### src/rtl/dmem_store_buffer_if.sv
// Memory-side write channel of the store buffer: valid/ready handshake
// carrying one address/data pair per accepted transfer.
interface dmem_store_buffer_if #(
    parameter int AW = 32,
    parameter int DW = 32
);
    logic          mem_valid;
    logic          mem_ready;
    logic [AW-1:0] mem_addr;
    logic [DW-1:0] mem_wdata;

    // The buffer drives the write; data memory only answers with ready.
    modport master (
        output mem_valid,
        output mem_addr,
        output mem_wdata,
        input  mem_ready
    );

    modport slave (
        input  mem_valid,
        input  mem_addr,
        input  mem_wdata,
        output mem_ready
    );
endinterface

### src/rtl/dmem_store_buffer.sv
// Posted-write store buffer: in-order ring of pending stores drained to data
// memory, with full-stall towards the core and youngest-match load forwarding.
module dmem_store_buffer #(
    parameter int DEPTH = 4,
    parameter int AW    = 32,
    parameter int DW    = 32
) (
    input  logic                         clk,
    input  logic                         reset,
    input  logic                         memwrite,
    input  logic [AW-1:0]                dataadr,
    input  logic [DW-1:0]                writedata,
    output logic                         stall,
    input  logic                         ld_en,
    input  logic [AW-1:0]                ld_addr,
    output logic                         ld_hit,
    output logic [DW-1:0]                ld_data,
    dmem_store_buffer_if.master          mem,
    output logic                         empty,
    output logic [$clog2(DEPTH+1)-1:0]   count
);

    localparam int PW = $clog2(DEPTH);
    localparam int CW = $clog2(DEPTH+1);
    localparam logic [CW-1:0] FULL_CNT = CW'(DEPTH);

    logic [PW-1:0] head_q, head_d;
    logic [PW-1:0] tail_q, tail_d;
    logic [CW-1:0] count_q, count_d;
    logic [AW-1:0] addr_q [DEPTH];
    logic [AW-1:0] addr_d [DEPTH];
    logic [DW-1:0] data_q [DEPTH];
    logic [DW-1:0] data_d [DEPTH];

    logic          enq;
    logic          deq;
    logic          fwd_hit;
    logic [DW-1:0] fwd_data;
    logic [PW-1:0] fwd_idx;

    // Full is judged on the registered count only, so a same-cycle drain
    // never lets a new store slip in.
    assign enq   = memwrite & (count_q != FULL_CNT);
    assign stall = memwrite & (count_q == FULL_CNT);
    assign deq   = (count_q != '0) & mem.mem_ready;

    assign mem.mem_valid = (count_q != '0);
    assign mem.mem_addr  = addr_q[head_q];
    assign mem.mem_wdata = data_q[head_q];
    assign empty         = (count_q == '0);
    assign count         = count_q;

    always_comb begin
        head_d  = head_q;
        tail_d  = tail_q;
        count_d = count_q;
        if (deq) begin
            head_d = head_q + PW'(1);
        end
        if (enq) begin
            tail_d = tail_q + PW'(1);
        end
        if (enq && !deq) begin
            count_d = count_q + CW'(1);
        end else if (deq && !enq) begin
            count_d = count_q - CW'(1);
        end
    end

    always_comb begin
        addr_d = addr_q;
        data_d = data_q;
        if (enq) begin
            addr_d[tail_q] = dataadr;
            data_d[tail_q] = writedata;
        end
    end

    // Walk from oldest to youngest so the last match seen is the youngest;
    // the head being drained this cycle is still part of the live window.
    always_comb begin
        fwd_hit  = 1'b0;
        fwd_data = '0;
        fwd_idx  = '0;
        for (int k = 0; k < DEPTH; k++) begin
            fwd_idx = head_q + PW'(k);
            if ((CW'(k) < count_q) && (addr_q[fwd_idx] == ld_addr)) begin
                fwd_hit  = 1'b1;
                fwd_data = data_q[fwd_idx];
            end
        end
    end

    assign ld_hit  = ld_en & fwd_hit;
    assign ld_data = ld_hit ? fwd_data : '0;

    always_ff @(posedge clk or negedge reset) begin
        if (!reset) begin
            head_q  <= '0;
            tail_q  <= '0;
            count_q <= '0;
        end else begin
            head_q  <= head_d;
            tail_q  <= tail_d;
            count_q <= count_d;
        end
    end

    // Entries are cleared too so the head outputs are never X when idle.
    always_ff @(posedge clk or negedge reset) begin
        if (!reset) begin
            for (int i = 0; i < DEPTH; i++) begin
                addr_q[i] <= '0;
                data_q[i] <= '0;
            end
        end else begin
            addr_q <= addr_d;
            data_q <= data_d;
        end
    end

endmodule
### src/flat_wrapper.sv
// flat-port wrapper written by rule: the top's interface ports become plain ports
module dmem_store_buffer_flat 
#(
    parameter int DEPTH = 4,
    parameter int AW    = 32,
    parameter int DW    = 32
)
  (clk, reset, memwrite, dataadr, writedata, stall, ld_en, ld_addr, ld_hit, ld_data, empty, count, mem_mem_valid, mem_mem_addr, mem_mem_wdata, mem_mem_ready);
  dmem_store_buffer_if #(.AW(AW), .DW(DW)) mem_i ();
  input  logic clk;
  input  logic reset;
  input  logic memwrite;
  input  logic [AW-1:0] dataadr;
  input  logic [DW-1:0] writedata;
  output logic stall;
  input  logic ld_en;
  input  logic [AW-1:0] ld_addr;
  output logic ld_hit;
  output logic [DW-1:0] ld_data;
  output logic empty;
  output logic [$clog2(DEPTH+1)-1:0] count;
  output wire logic [$bits(mem_i.mem_valid)-1:0] mem_mem_valid;
  output wire logic [$bits(mem_i.mem_addr)-1:0] mem_mem_addr;
  output wire logic [$bits(mem_i.mem_wdata)-1:0] mem_mem_wdata;
  input wire logic [$bits(mem_i.mem_ready)-1:0] mem_mem_ready;
  assign mem_mem_valid = mem_i.mem_valid;
  assign mem_mem_addr = mem_i.mem_addr;
  assign mem_mem_wdata = mem_i.mem_wdata;
  assign mem_i.mem_ready = mem_mem_ready;
  dmem_store_buffer #(.DEPTH(DEPTH), .AW(AW), .DW(DW)) u_core (.clk(clk), .reset(reset), .memwrite(memwrite), .dataadr(dataadr), .writedata(writedata), .stall(stall), .ld_en(ld_en), .ld_addr(ld_addr), .ld_hit(ld_hit), .ld_data(ld_data), .mem(mem_i), .empty(empty), .count(count));
endmodule
### config.mk
export PLATFORM = sky130hd
export DESIGN_NAME = dmem_store_buffer_flat
export DESIGN_NICKNAME = d
export VERILOG_FILES = /design/src/rtl/dmem_store_buffer_if.sv /design/src/rtl/dmem_store_buffer.sv /design/src/flat_wrapper.sv
export SDC_FILE = /design/constraint.sdc
export NUM_CORES = 1
export LEC_CHECK = 0
export CAP_MARGIN = 20
export CORE_AREA = 2 2 169 205
export DETAILED_ROUTE_END_ITERATION = 6
export DIE_AREA = 0 0 171 207
export PLACE_DENSITY_LB_ADDON = 0.1
export SYNTH_ARGS = -nofsm -noshare
export SYNTH_HDL_FRONTEND = slang
export SYNTH_SLANG_ARGS = --single-unit
export TNS_END_PERCENT = 50
### constraint.sdc
create_clock -name clk -period 4.55 [get_ports clk]
set_input_delay 0.91 -clock clk [delete_from_list [all_inputs] [get_ports clk]]
set_output_delay 0.91 -clock clk [all_outputs]
set_load 0.005 [all_outputs]
# [Word level (Yosys, flattened, before mapping)]
# Index checks and enable logic that the tools add are counted.
[word_totals] register_bits=263 inputBits=101 word_cells=93
[op_classes] add_sub_neg=6 magnitude_cmp=10 n_eq_ne=6 mux=39 n_bitwise=9 reduce_logical=12
[op_table] cell="$mux W32" n=22
[op_table] cell="$bmux W32 S2" n=8
[op_table] cell="$bwmux W128" n=2
[op_table] cell="$eq A32 B32 Y1" n=4
[op_table] cell="$demux W32 S2" n=1
[op_table] cell="$ge A3 B3 Y1 const B" n=5
[op_table] cell="$not A2 Y3" n=5
[op_table] cell="$logic_and A1 B1 Y1" n=7
[op_table] cell="$lt A1 B3 Y1 const A" n=2
[op_table] cell="$lt A2 B3 Y1 const A" n=2
[op_table] cell="$mux W3" n=2
[op_table] cell="$add A2 B1 Y2 const B" n=2
[op_table] cell="$add A2 B2 Y2 const B" n=2
[op_table] cell="$and A1 B1 Y1" n=4
[op_table] cell="$mux W1" n=4
[op_table] cell="$add A3 B1 Y3 const B" n=1
[op_table] cell="$eq A3 B3 Y1 const B" n=1
[op_table] cell="$logic_not A3 Y1" n=1
[op_table] cell="$lt A3 B1 Y1 const B" n=1
[op_table] cell="$ne A3 B3 Y1 const B" n=1
[op_table] cell="$reduce_bool A3 Y1" n=1
[op_table] cell="$sub A3 B1 Y3 const B" n=1
[op_table] cell="$logic_not A1 Y1" n=2
[op_table] cell="$reduce_bool A2 Y1" n=1

# [Logic depth before layout (Yosys ltp)]
# Gate-level depths: netlist (run 1).
[depth] depth_word=12 ltp_mapped=15

# [Worst setup path before layout (run 1)]
# Ideal clock, no wire load.
[synth_path] path_type="input-to-output" from="input ld_addr[30]" to="output ld_data[11]" arrival_time_ps=3136 t_required_ps=3640 path_slack_ps=504 stages=10 path_cell_list="clkbuf_1 o22ai_1 or4b_1 o31ai_1 nand4_1 or3_1 buf_4 buf_6 a221oi_2 a211oi_1"
[synth_via] elab_chain_cells=8 elab_cells_between_ends=18
[synth_lines] element="start, declared" line="flat_wrapper.sv:17" source="input logic [AW-1:0] ld_addr;"
[synth_lines] element="$eq A32 B32 Y1" line="dmem_store_buffer.sv:87" source="if ((CW'(k) < count_q) && (addr_q[fwd_idx] == ld_addr)) begin"
[synth_lines] element="$logic_and A1 B1 Y1" line="dmem_store_buffer.sv:87"
[synth_lines] element="$mux W1 (4 in series)" line="dmem_store_buffer.sv:87"
[synth_lines] element="$and A1 B1 Y1" line="dmem_store_buffer.sv:94" source="assign ld_hit = ld_en & fwd_hit;"
[synth_lines] element="$mux W32 *" line="dmem_store_buffer.sv:95" source="assign ld_data = ld_hit ? fwd_data : '0;"
[synth_lines] element="end, declared" line="flat_wrapper.sv:19" source="output logic [DW-1:0] ld_data;"
# Every way passes the cells marked *; elsewhere a longest branch is shown, timed or not.

# [Worst setup path after layout (run 1)]
[layout_path] from="register u_core.head_q[1]" to="output ld_data[19]"
[layout_via] elab_chain_cells=12 elab_cells_between_ends=49
[layout_lines] element="start, declared" line="dmem_store_buffer.sv:27" source="logic [PW-1:0] head_q, head_d;"
[layout_lines] element="start signal, assigned" line="dmem_store_buffer.sv:99" source="head_q <= '0;"
[layout_lines] element="start signal, assigned" line="dmem_store_buffer.sv:103" source="head_q <= head_d;"
[layout_lines] element="$add A2 B1 Y2 / $not A2 Y3 (equally long branches)" line="dmem_store_buffer.sv:86, dmem_store_buffer.sv:87, dmem_store_buffer.sv:89"
[layout_lines] element="$not A2 Y3 (not written as such) / $bmux W32 S2 (equally long branches)" line="dmem_store_buffer.sv:87, dmem_store_buffer.sv:89"
[layout_lines] element="$bmux W32 S2 / $mux W32 (equally long branches)" line="dmem_store_buffer.sv:87"
[layout_lines] element="$mux W32 (not written as such)" line="dmem_store_buffer.sv:87"
[layout_lines] element="$mux W32 (not written as such) / $eq A32 B32 Y1 (equally long branches)" line="dmem_store_buffer.sv:87"
[layout_lines] element="$eq A32 B32 Y1 / $logic_and A1 B1 Y1 (equally long branches)" line="dmem_store_buffer.sv:87"
[layout_lines] element="$logic_and A1 B1 Y1 / $mux W1 (equally long branches)" line="dmem_store_buffer.sv:87"
[layout_lines] element="$mux W1 (3 in series)" line="dmem_store_buffer.sv:87"
[layout_lines] element="$and A1 B1 Y1" line="dmem_store_buffer.sv:94"
[layout_lines] element="$mux W32 *" line="dmem_store_buffer.sv:95"
# Every way passes the cells marked *; elsewhere a longest branch is shown, timed or not. The select of a mux whose other input is x is not followed.

==> results of run 1 <==
[flip-flops by register name, indices dropped and copies added (netlist names)]
| name | flops |
|---|---|
| u_core.tail_q | 2 |
| u_core.data_q | 128 |
| u_core.count | 3 |
| u_core.head_q | 2 |
| u_core.addr_q | 128 |
[through the flow]
stage / std cells / worst slack, ns
3_5_place_dp: 2586 / -0.760
2_1_floorplan: 1796 / 0.504
5_1_grt: 2713 / -0.477
6_report: 2714 / -0.397
4_1_cts: 2654 / -0.551
3_3_place_gp: 2586 / -0.765
[power by group]
part	internal (mW)	switching [mW]	leakage, nW
registers	3.57	1.21	3.12
logic	7.60	6.91	7.51
clock network	1.44	0.993	0.482
[synthesized netlist by cell type (all sizes together), types with 5 or more instances]
master   count
nand4       46
a21oi       81
inv         11
a221oi      39
mux2       292
a31oi        7
ha           9
nor2       111
xor2        33
nor4        10
mux4        40
o22ai        9
mux2i      242
clkbuf     112
xnor2       84
dfrtp      263
buf         61
o2111ai     24
a211oi      38
o21ai       43
a2bb2oi      5
nor3        10
a2111oi     36
nand3b       8
nand2       96
and2        33
[cells by family after synthesis]
group | after synthesis | share of synthesized area
buffers and inverters | 184 | 0.0454
AOI/OAI and AO/OA | 312 | 0.122
xor gates and xnor gates | 117 | 0.0535
adders and majority gates | 9 | 0.00588
and+or+nand+nor | 337 | 0.0847
DFF | 263 | 0.344
muxes | 574 | 0.345
[final timing paths]
path,endpoint,slack (ns),start
worst max-delay path,ld_data[19],-0.40,u_core.head_q[1]$_DFFE_PN0P_
worst min-delay path,u_core.data_q[8]$_DFFE_PN0P_,0.35,reset
worst max register to register,u_core.addr_q[56]$_DFFE_PN0P_,1.96,u_core.count[1]$_DFFE_PN0P_
worst min register to register,u_core.data_q[37]$_DFFE_PN0P_,0.53,u_core.data_q[37]$_DFFE_PN0P_
max in group asynchronous,u_core.head_q[0]$_DFFE_PN0P_,3.27,reset
min in group clk,u_core.data_q[37]$_DFFE_PN0P_,0.53,u_core.data_q[37]$_DFFE_PN0P_
[critical path, stage by stage, from the launching register on]
cell	delay, ns
dfrtp_4	0.56
buf_12	0.18
buf_4	0.15
mux2i_1	0.21
o22ai_1	0.12
or4b_1	0.53
o31ai_1	0.10
nand4_1	0.14
buf_6	0.17
or3_4	0.46
buf_6	0.18
bufbuf_16	0.28
o2111ai_1	0.12
a211oi_2	0.11
buf_2	0.14
[routing by layer]
metal,vias to the layer above,GRT usage,wire [um]
met1,8731,0.414,24700
li1,7650,-,-
met2,811,0.624,34600
met5,-,0,0
met3,240,0.0418,4130
met4,0,0.196,4600
[timing repair]
item                                    CTS  global route
pin swaps                                22            51
cloned                                    5            10
resized for setup                        98           331
setup buffers                            12            53
hold endpoints to repair                  0             0
endpoints found under the setup margin   33            33
[cell type report]
class,count,share of cell area
Multi-Input combinational cell,1349,0.485
Sequential cell,263,0.247
Timing Repair Buffer,583,0.209
Clock buffer,36,0.0293
Tap cell,456,0.0214
Clock inverter,15,0.00716
Inverter,11,0.00201
Antenna cell,1,0.0000937
==> impl_metrics.py, run 1 <==
metrics = {
    "outcome": {
        "status": "complete, but fails checks",
        "violations": "design-rule violations, negative setup slack",
    },
    "placed_design": {
        "portBuffers": 203,
        "dp_hpwl_mm": 45.2,
        "globalplace.congestion": 1.01,
        "placed_area_um2": 23700,
    },
    "routing": {
        "via_per_inst": 6.42,
        "route.vias.total": 17400,
        "route.detailed.drc": 2,
        "firstDrtPassIters": 7,
        "wirelength_mm": 68.0,
        "wire_per_inst_um": 25.1,
        "ant_nets": 0,
        "first_iter_violations": 1418,
    },
    "grt": {
        "grt_max_degree": 102,
        "grt_pass1_wl_mm": 97.3,
        "grt_usage": 0.354,
        "antenna_found_initial": 0,
        "grt_overflow": 0,
        "grt_pass1_vias": 17300,
    },
    "layout": {
        "layout_commonest_cell": "buf_4",
        "regArea_um2": 6590,
        "final_area_um2": 26700,
        "multiInputGateArea_um2": 13000,
        "fin_util": 0.797,
        "fin_nets": 2347,
        "drive_gt1_frac": 0.440,
        "final_cell_mix": "294 x buf_4, 292 x mux2_2, 261 x dfrtp_1, 196 x mux2i_1, 168 x clkdlybuf4s50_1",
        "syn_to_final_growth_pct": 39.6,
        "num-fill-cells": 2086,
    },
    "logic_synthesis": {
        "yosys_warnings": 0,
        "synth_edf_count": 0,
        "async_reset_ff_frac": 1.00,
        "synth.area.top_cells": "dfrtp_1 34%, mux2_2 17%, mux2i_1 13%",
        "ys_seq_elements": 263,
        "synthFlopType": "dfrtp_1",
        "syn-cell-area_um2": 19100,
        "synth_top_area_frac": 0.344,
        "syn_nets": 1906,
        "yosys.area.top_type": "dfrtp_1",
        "syn_area_per_cell_um2": 10.7,
        "seq_area_frac_synth": 0.344,
        "synth_cells": 1796,
        "ys_types": 68,
    },
    "power_and_ir_drop": {
        "p_per_area_nw_per_um2": 813,
        "power_mw": 21.7,
        "ir_worst_vdd_mv": 0.638,
        "p_leak_nw": 11.1,
    },
    "sta": {
        "relSlewSlack": 0.261,
        "slew_viol_final": 0,
        "hold_violations": 0,
        "setup_viol": 33,
        "finalSetupTns_ns": -10.91,
        "max_freq_ghz": 0.202,
        "fin_ws_ns": -0.397,
        "period_minus_slack_ns": 4.95,
        "period_share": 1.09,
        "fin_skew_ns": 0.0194,
        "holdWs_ns": 0.353,
        "rsz0062_at_grt": "true",
        "tightest_slew_ns": 1.11,
    },
    "clock_network": {
        "htree_levels": 1,
        "clk_pin_slew_ns": 0.06,
        "numCtsBuffers": 29,
        "clkLatencyLatePin_ns": 0.57,
        "cts-root-buf": "clkbuf_16",
        "clock_path_buffers": 3,
        "clkSinkCount": 263,
        "ctsHoldBuffers": 0,
        "tritoncts": "built",
    },
    "setup_path": {
        "crit_type": "reg2out",
        "worstSetupStartpointType": "flop",
        "path_max_fanout": 7,
        "end_kind": "output pin",
        "reg2reg_depth": 7,
        "critPathRequiredTime_ns": 3.64,
        "worstPathArrival_ns": 4.04,
    },
    "die": {
        "fp-row-count": 74,
        "dieWidth_um": 171,
        "io_pins": 204,
        "core_um2": 33500,
        "fp.dieArea_um2": 35400,
        "start_util": 0.571,
        "die_h_um": 207,
    },
    "job": {
        "drv_cap": 0,
    },
    "worst_hold_path": {
        "hold_path_class": "in2async",
    },
}
Note: power is estimated with default switching activity, not from simulation.
==> run 2: changes to the inputs <==
--- a/config.mk
+++ b/config.mk
@@ -6,9 +6,9 @@
 export NUM_CORES = 1
 export LEC_CHECK = 0
 export CAP_MARGIN = 20
-export CORE_AREA = 2 2 169 205
+export CORE_AREA = 2 2 177 214
 export DETAILED_ROUTE_END_ITERATION = 6
-export DIE_AREA = 0 0 171 207
+export DIE_AREA = 0 0 179 216
 export PLACE_DENSITY_LB_ADDON = 0.1
 export SYNTH_ARGS = -nofsm -noshare
 export SYNTH_HDL_FRONTEND = slang
==> constraint.sdc (replaced) <==
create_clock -name clk -period 4.34 [get_ports clk]
set_input_delay 0.868 -clock clk [delete_from_list [all_inputs] [get_ports clk]]
set_output_delay 0.868 -clock clk [all_outputs]
set_load 0.005 [all_outputs]
==> run 2 against run 1 <==
Against the previous run:
- the run ends with negative setup slack left
- worst hold slack worse by 0.10 ns
- combinational power rose by 3%
- non-clock buffer count rose by 21
- first-iteration DRC count down 12%
- register-to-register slack worse by 0.21 ns
- critical path type unchanged
- largest cell class unchanged
- largest power group unchanged
==> impl_metrics.py, run 2 (synthesis gave the netlist of run 1 again) <==
metrics = {
    "sta": {
        "setup_viol": 33,
        "fin_ws_ns": -0.733,
        "period_minus_slack_ns": 5.07,
        "rsz0062_at_grt": "true",
        "slew_viol_final": 0,
        "tightest_slew_ns": 1.02,
        "fin_skew_ns": 0.0242,
        "period_share": 1.17,
        "hold_violations": 0,
        "relSlewSlack": 0.321,
        "max_freq_ghz": 0.197,
    },
    "power_and_ir_drop": {
        "ir_worst_vdd_mv": 0.571,
        "p_per_area_nw_per_um2": 841,
        "power_mw": 22.2,
        "p_leak_nw": 11.1,
    },
    "layout": {
        "num-fill-cells": 2610,
        "fin_nets": 2368,
        "final_cell_mix": "334 x buf_4, 292 x mux2_2, 261 x dfrtp_1, 228 x mux2i_1, 169 x clkdlybuf4s50_1",
        "fin_cells": 2754,
        "final_area_um2": 26400,
        "regArea_um2": 6590,
        "drive_gt1_frac": 0.416,
        "layout_commonest_cell": "buf_4",
        "multiInputGateArea_um2": 12500,
        "syn_to_final_growth_pct": 37.8,
    },
    "routing": {
        "wirelength_mm": 65.6,
        "firstDrtPassIters": 6,
        "first_iter_violations": 1243,
        "wire_per_inst_um": 23.8,
        "route.detailed.drc": 0,
        "via_per_inst": 6.18,
        "route.vias.total": 17000,
        "ant_nets": 0,
    },
    "setup_path": {
        "path_max_fanout": 14,
        "cp_slowest_stage_delay_ns": 0.55,
        "path_buf_inv": 5,
        "reg2reg_depth": 8,
        "crit_chain": "buf_12 -> buf_12 -> buf_6 -> mux4_2 -> xnor2_2 -> nand4_1 -> nor4_4 -> nand4_1 -> or3_4 -> buf_12 -> a221oi_2 -> a211oi_1 -> dlygate4sd2_1",
        "cpMaxStageDelayCell": "or3_4",
        "r2r-start": "u_core.count[0]$_DFFE_PN0P_",
        "path_delay_family": "simple AND/OR/NAND/NOR gates",
        "critPathRequiredTime_ns": 3.47,
        "cp.depth": 13,
        "worstPathArrival_ns": 4.21,
        "cp_common_cell": "buf_12",
        "crit_type": "reg2out",
        "end_kind": "output pin",
        "cp-startpoint": "u_core.head_q[1]$_DFFE_PN0P_",
        "worstSetupStartpointType": "flop",
    },
    "clock_network": {
        "clk_pin_slew_ns": 0.07,
        "numCtsBuffers": 29,
        "clkLatencyLatePin_ns": 0.58,
        "cts-root-buf": "clkbuf_16",
        "clkSinkCount": 263,
        "tritoncts": "built",
        "clock_path_buffers": 3,
        "htree_levels": 1,
    },
    "die": {
        "io_pins": 204,
        "fp-row-count": 77,
        "die_h_um": 216,
        "dieWidth_um": 179,
        "core_um2": 36500,
        "fp.dieArea_um2": 38700,
        "start_util": 0.524,
    },
    "placed_design": {
        "portBuffers": 203,
        "dp_hpwl_mm": 45.6,
        "placed_area_um2": 24000,
        "globalplace.congestion": 0.956,
        "pre_cts_slack_ns": -0.880,
        "dp_cells": 2654,
    },
    "grt": {
        "use_met2": 0.589,
        "grt_overflow": 0,
        "busiest_layer": "met2",
        "grt_pass1_wl_mm": 99.3,
        "antenna_found_initial": 0,
        "grt_pass1_vias": 17500,
        "grtUsageMet3": 0.0377,
        "grt_max_degree": 129,
        "grt_use_met1": 0.394,
        "grt_usage": 0.333,
    },
    "worst_hold_path": {
        "hold_path_class": "in2async",
    },
    "job": {
        "drv_cap": 0,
    },
    "outcome": {
        "violations": "negative setup slack",
        "status": "complete, but fails checks",
    },
}
==> run 2: what timing repair did <==
| item | CTS | global route |
|---|---|---|
| buffers inserted | 24 | 15 |
| setup endpoints to repair | 33 | 33 |
| cloned | 7 | 2 |
| pin swaps | 24 | 32 |
| resized for setup | 226 | 81 |
| hold buffers | 0 | 0 |
==> run 2: through the flow <==
step / setup TNS [ns] / hold WS [ns] / utilization
floorplan: 0 / 0.496 / -
global placement: -23.15 / 0.505 / 0.657
detailed placement: -26.41 / 0.510 / 0.657
CTS: -20.26 / 0.291 / 0.710
global route: -26.27 / 0.302 / 0.723
finish: -21.49 / 0.249 / 0.723
==> run 2: area by class of cell <==
class / count / share of cell area
inverter: 11 / 0.00185
clock buffer: 38 / 0.0303
sequential: 263 / 0.250
clock inverter: 14 / 0.00602
antenna: 1 / 0.0000948
tap: 474 / 0.0225
multi-input combinational: 1349 / 0.475
timing repair buffer: 604 / 0.215
==> run 2: worst paths after layout <==
check | end | slack [ns]
worst max-delay path | ld_data[27] | -0.73
worst min-delay path | u_core.data_q[74]$_DFFE_PN0P_ | 0.25
worst max register to register | u_core.data_q[127]$_DFFE_PN0P_ | 1.75
worst min register to register | u_core.data_q[33]$_DFFE_PN0P_ | 0.53
max in group asynchronous | u_core.addr_q[84]$_DFFE_PN0P_ | 3.05
min in group clk | u_core.data_q[33]$_DFFE_PN0P_ | 0.53
==> run 2: power by group <==
part           switching [mW]  total [mW]  internal (mW)
combinational            6.92        14.9           7.95
clock                    1.05        2.52           1.47
sequential               1.07        4.81           3.74
==> run 2: worst reg2reg max path, cell delays in order, from the launching register on <==
cell,delay (ns)
dfrtp_1,0.40
buf_4,0.16
inv_1,0.11
ha_1,0.21
a21boi_1,0.08
buf_4,0.19
nand2_4,0.53
buf_4,0.42
mux2_2,0.37
==> run 2: routing by layer <==
metal | part of all wire | up-vias
met3 | 0.050 | 197
met2 | 0.51 | 609
li1 | - | 7663
met4 | 0.056 | 0
met1 | 0.38 | 8553
met5 | 0 | -
